==> src/rtl/ahb_sram_pkg.sv <==
// Shared AHB encodings, FSM states and data width for the AHB-to-SRAM slave.
package ahb_sram_pkg;

  localparam int unsigned DATA_WIDTH = 32;

  typedef enum logic [1:0] {
    HTRANS_IDLE   = 2'b00,
    HTRANS_BUSY   = 2'b01,
    HTRANS_NONSEQ = 2'b10,
    HTRANS_SEQ    = 2'b11
  } htrans_e;

  typedef enum logic [2:0] {
    HSIZE_BYTE = 3'b000,
    HSIZE_HALF = 3'b001,
    HSIZE_WORD = 3'b010
  } hsize_e;

  typedef enum logic [1:0] {
    HRESP_OKAY  = 2'b00,
    HRESP_ERROR = 2'b01
  } hresp_e;

  typedef enum logic [2:0] {
    ST_IDLE,
    ST_WRITE,
    ST_READ,
    ST_RD_STALL,
    ST_ERR1,
    ST_ERR2
  } state_e;

endpackage

==> src/rtl/ahb_sram_decode.sv <==
// Size/alignment decode: byte enables and illegal-transfer flag for one AHB beat.
module ahb_sram_decode
  import ahb_sram_pkg::*;
(
  input  logic [1:0] addr_lo,
  input  logic [2:0] hsize,
  output logic [3:0] be,
  output logic       illegal
);

  always_comb begin
    be      = 4'b0000;
    illegal = 1'b0;
    case (hsize)
      HSIZE_BYTE: be = 4'b0001 << addr_lo;
      HSIZE_HALF: begin
        be      = 4'b0011 << addr_lo;
        illegal = addr_lo[0];
      end
      HSIZE_WORD: begin
        be      = 4'b1111;
        illegal = (addr_lo != 2'b00);
      end
      default: illegal = 1'b1;
    endcase
  end

endmodule

==> src/rtl/ahb_sram_slave.sv <==
// AHB slave driving a 1-cycle-latency single-port SRAM; zero-wait except one stall on read-after-write.
module ahb_sram_slave
  import ahb_sram_pkg::*;
#(
  parameter int unsigned ADDR_WIDTH = 32,
  parameter int unsigned MEM_AW     = 14
) (
  input  logic                  hclk,
  input  logic                  hreset,
  input  logic                  hsel,
  input  logic [ADDR_WIDTH-1:0] haddr,
  input  logic [1:0]            htrans,
  input  logic                  hwrite,
  input  logic [2:0]            hsize,
  input  logic [2:0]            hburst,
  input  logic [3:0]            hprot,
  input  logic [DATA_WIDTH-1:0] hwdata,
  input  logic                  hready,
  output logic                  hreadyout,
  output logic [1:0]            hresp,
  output logic [DATA_WIDTH-1:0] hrdata,
  output logic                  sram_ce,
  output logic                  sram_we,
  output logic [MEM_AW-1:0]     sram_addr,
  output logic [3:0]            sram_be,
  output logic [31:0]           sram_wdata,
  input  logic [31:0]           sram_rdata
);

  state_e            state_q, state_d;
  logic [MEM_AW-1:0] addr_q;
  logic [3:0]        be_q;
  logic              write_q;

  logic [3:0]        be;
  logic              illegal;
  logic              accept;
  logic              rd_issue;

  ahb_sram_decode u_decode (
    .addr_lo (haddr[1:0]),
    .hsize   (hsize),
    .be      (be),
    .illegal (illegal)
  );

  // Stall and first error cycle hold hreadyout low, so no address phase can land there.
  assign accept = hsel && hready && htrans[1]
                  && (state_q != ST_RD_STALL) && (state_q != ST_ERR1);

  // Reads go straight to the SRAM in their address phase unless the write port is busy.
  assign rd_issue = accept && !illegal && !hwrite && (state_q != ST_WRITE);

  always_ff @(posedge hclk) begin
    if (hreset) begin
      state_q <= ST_IDLE;
      addr_q  <= '0;
      be_q    <= 4'b0000;
      write_q <= 1'b0;
    end else begin
      state_q <= state_d;
      if (accept) begin
        addr_q  <= haddr[MEM_AW+1:2];
        be_q    <= be;
        write_q <= hwrite;
      end
    end
  end

  always_comb begin
    state_d    = state_q;
    hreadyout  = 1'b1;
    hresp      = HRESP_OKAY;
    hrdata     = '0;
    sram_ce    = 1'b0;
    sram_we    = 1'b0;
    sram_addr  = '0;
    sram_be    = 4'b0000;
    sram_wdata = '0;

    case (state_q)
      ST_WRITE: begin
        sram_ce    = 1'b1;
        sram_we    = write_q;
        sram_addr  = addr_q;
        sram_be    = be_q;
        sram_wdata = hwdata;
      end
      ST_READ:     hrdata = sram_rdata;
      ST_RD_STALL: begin
        hreadyout = 1'b0;
        sram_ce   = 1'b1;
        sram_addr = addr_q;
      end
      ST_ERR1: begin
        hreadyout = 1'b0;
        hresp     = HRESP_ERROR;
      end
      ST_ERR2: hresp = HRESP_ERROR;
      default: ;
    endcase

    if (rd_issue) begin
      sram_ce   = 1'b1;
      sram_we   = 1'b0;
      sram_addr = haddr[MEM_AW+1:2];
    end

    case (state_q)
      ST_RD_STALL: state_d = ST_READ;
      ST_ERR1:     state_d = ST_ERR2;
      default: begin
        if (!accept)                  state_d = ST_IDLE;
        else if (illegal)             state_d = ST_ERR1;
        else if (hwrite)              state_d = ST_WRITE;
        else if (state_q == ST_WRITE) state_d = ST_RD_STALL;
        else                          state_d = ST_READ;
      end
    endcase

    // A data phase cut by reset must not reach the SRAM.
    if (hreset) begin
      hreadyout = 1'b1;
      hresp     = HRESP_OKAY;
      hrdata    = '0;
      sram_ce   = 1'b0;
      sram_we   = 1'b0;
    end
  end

  logic unused_ok;
  assign unused_ok = ^{hburst, hprot, htrans[0], haddr[ADDR_WIDTH-1:MEM_AW+2]};

endmodule

==> config.mk <==
export PLATFORM = sky130hd
export DESIGN_NAME = ahb_sram_slave
export DESIGN_NICKNAME = d
export VERILOG_FILES = /design/src/rtl/ahb_sram_pkg.sv /design/src/rtl/ahb_sram_decode.sv /design/src/rtl/ahb_sram_slave.sv
export SDC_FILE = /design/constraint.sdc
export NUM_CORES = 1
export LEC_CHECK = 0
export ABC_AREA = 1
export CELL_PAD_IN_SITES_DETAIL_PLACEMENT = 0
export CELL_PAD_IN_SITES_GLOBAL_PLACEMENT = 1
export CORE_MARGIN = 4
export CORE_UTILIZATION = 14
export CTS_BUF_LIST = sky130_fd_sc_hd__clkbuf_4 sky130_fd_sc_hd__clkbuf_8
export DETAILED_ROUTE_END_ITERATION = 12
export HOLD_SLACK_MARGIN = 0.15
export PLACE_DENSITY = 0.73
export SYNTH_ARGS = -nofsm -noshare
export SYNTH_HDL_FRONTEND = slang
export SYNTH_SLANG_ARGS = --single-unit
export TNS_END_PERCENT = 100
==> constraint.sdc <==
create_clock -name hclk -period 1.4 [get_ports hclk]
set_clock_uncertainty 0.05 [all_clocks]
set_input_delay 0.28 -clock hclk [delete_from_list [all_inputs] [get_ports hclk]]
set_output_delay 0.28 -clock hclk [all_outputs]
set_load 0.1 [all_outputs]
# == Word-level counts from Yosys, hierarchy flattened ==
# Index checks and enable logic that the tools add are counted.
# word_totals
regBits,22
inputBits,113
out_inout_bits,87
# op_classes
muxes,23
n_shift,2
reduce_logical,14
n_eq_ne,10
# op_table
cell,n
$mux W32,3
$mux W14,2
$pmux W4 S3,1
$mux W1,10
$eq A3 B2 Y1 const B,3
$logic_and A1 B1 Y1,7
$eq A3 B1 Y1 const B,2
$eq A3 B3 Y1 const B,2
$mux W3,2
$pmux W3 S2,1
$reduce_or A2 Y1,3
$mux W2,2
$mux W4,1
$shl A1 B2 Y4 const A,1
$shl A2 B2 Y4 const A,1
$logic_not A3 Y1,1
$ne A3 B1 Y1 const B,1
$ne A3 B2 Y1 const B,1
$ne A3 B3 Y1 const B,1
$pmux W1 S3,1
$logic_not A1 Y1,2
$reduce_bool A2 Y1,1

# == Depth between registers and ports, before layout ==
# logic_depth
word_depth,9
ltp_mapped,8

# == By module ==
# From an unflattened synthesis, not the netlist that was laid out.
# hier_totals
hier_cells,342
area_unflattened_um2,1920.6
# modules_own_cells
module,area_each_um2,instances,seq_area_each_um2,cells_each
ahb_sram_slave,1795.5,1,440.4,313
ahb_sram_decode,125.1,1,0.0,29

# == Worst setup path before layout ==
# OpenSTA, ideal clock, no wires.
# synth_timing
kind,input-to-output
startpoint,input hreset
endpoint,output hresp[0]
t_required_ps,1070
t_arrival_ps,2565
setup_slack_ps,-1495
path_stages,2
path_buffers,1
cell_sequence,clkbuf_1 nor3_1
# synth_between
elab_chain_cells,1
# synth_rtl
element,line_no,rtl
start: declaration,ahb_sram_slave.sv:9,"input logic hreset,"
$mux W2,ahb_sram_slave.sv:122,if (hreset) begin
end: declaration,ahb_sram_slave.sv:20,"output logic [1:0] hresp,"
# Every way passes these cells.

# == Worst setup path after layout ==
# layout_timing
startpoint,register state_q[0]
endpoint,output sram_addr[13]
# layout_between
elab_chain_cells,7
# layout_rtl
element,line_no,rtl
start: declaration,ahb_sram_slave.sv:30,"state_e state_q, state_d;"
start signal: assignment,ahb_sram_slave.sv:61,state_q <= state_d;
$ne A3 B2 Y1,ahb_sram_slave.sv:49,&& (state_q != ST_RD_STALL) && (state_q != ST_ERR1);
$logic_and A1 B1 Y1 (2 in series),ahb_sram_slave.sv:49,
$logic_and A1 B1 Y1 (3 in series),ahb_sram_slave.sv:52,assign rd_issue = accept && !illegal && !hwrite && (state_q != ST_WRITE);
$mux W14 (*),ahb_sram_slave.sv:103,if (rd_issue) begin
end: declaration,ahb_sram_slave.sv:24,"output logic [MEM_AW-1:0] sram_addr,"
# Mark *: on every way between the ends. The rest lies on a longest branch, timed or not.

==> qor.yml <==
cts:
  insertion_delay_ps: 260
  cts.clk_slew.worst_paths_ps: 80
  clockBufferDepth: 2
  cts_hold_buf: 0
  clock_tree.root_cell: "clkbuf_8"
  numCtsBuffers: 3
  cts.htree.levels: 1
  cts.sinks: 22
  cts_tree: "done"
synth:
  ys_types: 23
  synth_top_area_share_pct: 25.4
  synth_top_area_cell: "dfxtp_1"
  yosys-top-cells-area: "dfxtp_1, nor2_1, inv_1"
  ys_ff_latch: 22
  syn-instance-count: 322
  syn-cell-area_sq_um: 1740
  syn-num-nets: 435
  ys_seq_area_share_pct: 25.4
  ys_warn_count: 0
  syn_avg_cell_area_sq_um: 5.39
sta:
  worst_slack_ps: -563
  fin_crit_sh_pct: 140
  fmax_mhz: 509
  rsz0062_at_grt: "true"
  hold_violations: 0
  finalSetupViolCount: 106
  maxSlewViolCount: 0
  min_period_ps: 1960
routing:
  routed_wirelength_um: 9070
  drtIter0Drc: 74
  drc: 0
  wire_per_inst_um: 12.8
  vias: 2754
  via_per_inst: 3.88
  drt-pass1-iter-count: 4
  ant_nets: 0
pwr:
  p_leak_nw: 2.47
  powerDensity_nw_per_um2: 364
  peakVddDrop_mv: 0.215
cells_and_area:
  fin_area_sq_um: 5970
  diodes: 0
  nFillCells: 1102
  regArea_sq_um: 452
  syn_to_final_growth_pct: 244
  stdcell_count: 709
  nets: 655
  multi_input_area_sq_um: 1650
  drive_above_1_share_pct: 49.4
setup_path:
  arrival_ps: 1630
  cp_data_required_time_ps: 1070
  slowest_delay_ps: 390
  crit_path_frequent_cell: "buf_12"
  crit_slowest_cell: "dfxtp_4"
  critical_path_class: "reg -> out"
  rrSetupSlack_ps: -170
  critPathCaptureType: "primary output"
  crit_fanout: 10
  crit_chain: "inv_4, buf_6, nor2_4, nand2_8, buf_12, nand4_1, nand2_4, buf_12"
  start_kind: "flop"
place:
  dp_cells: 681
  gp_congestion: 0.723
  place_area_sq_um: 5450
  dpl.hpwl_um: 7040
  io_buffers: 174
job:
  max_cap_violations: 0
die:
  dieArea_sq_um: 14200
  die_h_um: 119
  die_w_um: 119
  num_rows: 40
  start_util_pct: 14.4
  ios: 200
  design.core.area_sq_um: 12100
grt:
  grt_pass1_vias: 2888
  track_usage_pct: 12.3
  grt_max_degree: 21
  antenna_found_initial: 0
  grt_overflow_total: 0
  grt_pass1_wl_um: 14600
worst_hold_path:
  hp-class: "reg -> reg"
run_status:
  outcome: "finished, violations left"
  failed_checks: "negative setup slack"
-- placed cells by master (no fill, tap or decap), types with 2 or more instances in the layout --
cell | netlist | routed
buf_12 | 0 | 97
clkdlybuf4s50_1 | 0 | 78
nor2_4 | 0 | 73
inv_1 | 75 | 72
nand2_1 | 70 | 50
buf_4 | 1 | 31
dfxtp_1 | 22 | 19
a21oi_1 | 20 | 16
nand4_1 | 15 | 15
nand2_4 | 0 | 14
nor2_1 | 82 | 9
buf_6 | 3 | 8
nand2_2 | 1 | 6
buf_16 | 0 | 5
dlygate4sd2_1 | 0 | 5
inv_4 | 0 | 4
clkbuf_8 | 0 | 4
nand3_4 | 1 | 3
nor2_2 | 2 | 3
a21oi_2 | 0 | 3
o21ai_0 | 5 | 3
dfxtp_4 | 0 | 3
nor3_4 | 0 | 2
o21ai_1 | 0 | 2
clkbuf_2 | 0 | 2
clkdlybuf4s15_1 | 0 | 2
buf_8 | 0 | 2
-- final timing paths --
check,start,to,cells past startpoint
min,addr_q[4],addr_q[4],2
max reg2reg,state_q[1],addr_q[7],10
max,state_q[0],sram_addr[13],8
min reg2reg,addr_q[4],addr_q[4],2
-- worst max-delay path, delay by kind of cell, from the launching register on --
kind | cells | cell delay (ps)
AND/OR/NAND/NOR | 4 | 490
buffers and inverters | 4 | 490
flip-flops | 1 | 390
-- layer usage --
metal | global-route usage (%) | wire, um | up-vias
met3 | 4.27 | 988 | 7
met1 | 14.3 | 3500 | 1224
met4 | 2.36 | 93 | 0
met2 | 22.1 | 4490 | 142
met5 | 0 | 0 | -
li1 | - | - | 1381
-- flip-flops by register name, summed over array words and instances, names as in the netlist --
name / count
state_q: 3
addr_q: 14
write_q: 1
be_q: 4
-- power by group --
group	leakage (nW)	switching, W	internal [W]
sequential	0.181	0.0000141	0.000645
combinational	2.26	0.000544	0.000509
clock	0.0288	0.000213	0.000251
-- repair_timing --
item                       4_1_cts  5_1_grt
pin swaps                       28       20
buffers inserted                15        4
setup endpoints to repair      108      108
gates cloned                     6        0
gates resized for setup         43       25
-- cell type report --
class                           count  share of cell area (%)
Clock buffer                        4                   0.922
Inverter                           78                    5.20
Multi-Input combinational cell    206                    27.6
Sequential cell                    22                    7.56
Tap cell                          168                    3.52
Timing Repair Buffer              231                    55.2
-- cell families (layout without fill, tap and decap cells) --
family,count (synthesis),in the layout,share of synthesized area (%)
and+or+nand+nor,178,179,44.2
buffers and inverters,95,313,22.6
AOI/OAI and AO/OA,26,26,7.64
DFF,22,22,25.4
other,1,1,0.216
-- synthesized netlist by cell type --
library cell  instances
a21oi_1              20
a22oi_1               1
buf_2                 7
buf_4                 1
buf_6                 3
clkbuf_1              6
conb_1                1
dfxtp_1              22
inv_1                75
inv_2                 3
nand2_1              70
nand2_2               1
nand3_1               1
nand3_2               2
nand3_4               1
nand4_1              15
nor2_1               82
nor2_2                2
nor2_8                1
nor3_1                1
nor3_2                1
o21ai_0               5
or2_2                 1
-- per-stage QoR --
stage          total power (W)  setup slack [ps]  TNS, ps  util (%)  hold slack (ps)
2_1_floorplan          0.00115              -550   -29810         -              373
3_3_place_gp           0.00161              -832   -50430      45.1              402
3_5_place_dp           0.00163              -869   -52600      45.1              409
4_1_cts                0.00219              -560   -43800      48.8              421
5_1_grt                0.00229              -661   -54780      49.5              437
6_report               0.00218              -563   -46070      49.5              419
Note: power is estimated with default switching activity, not from simulation.
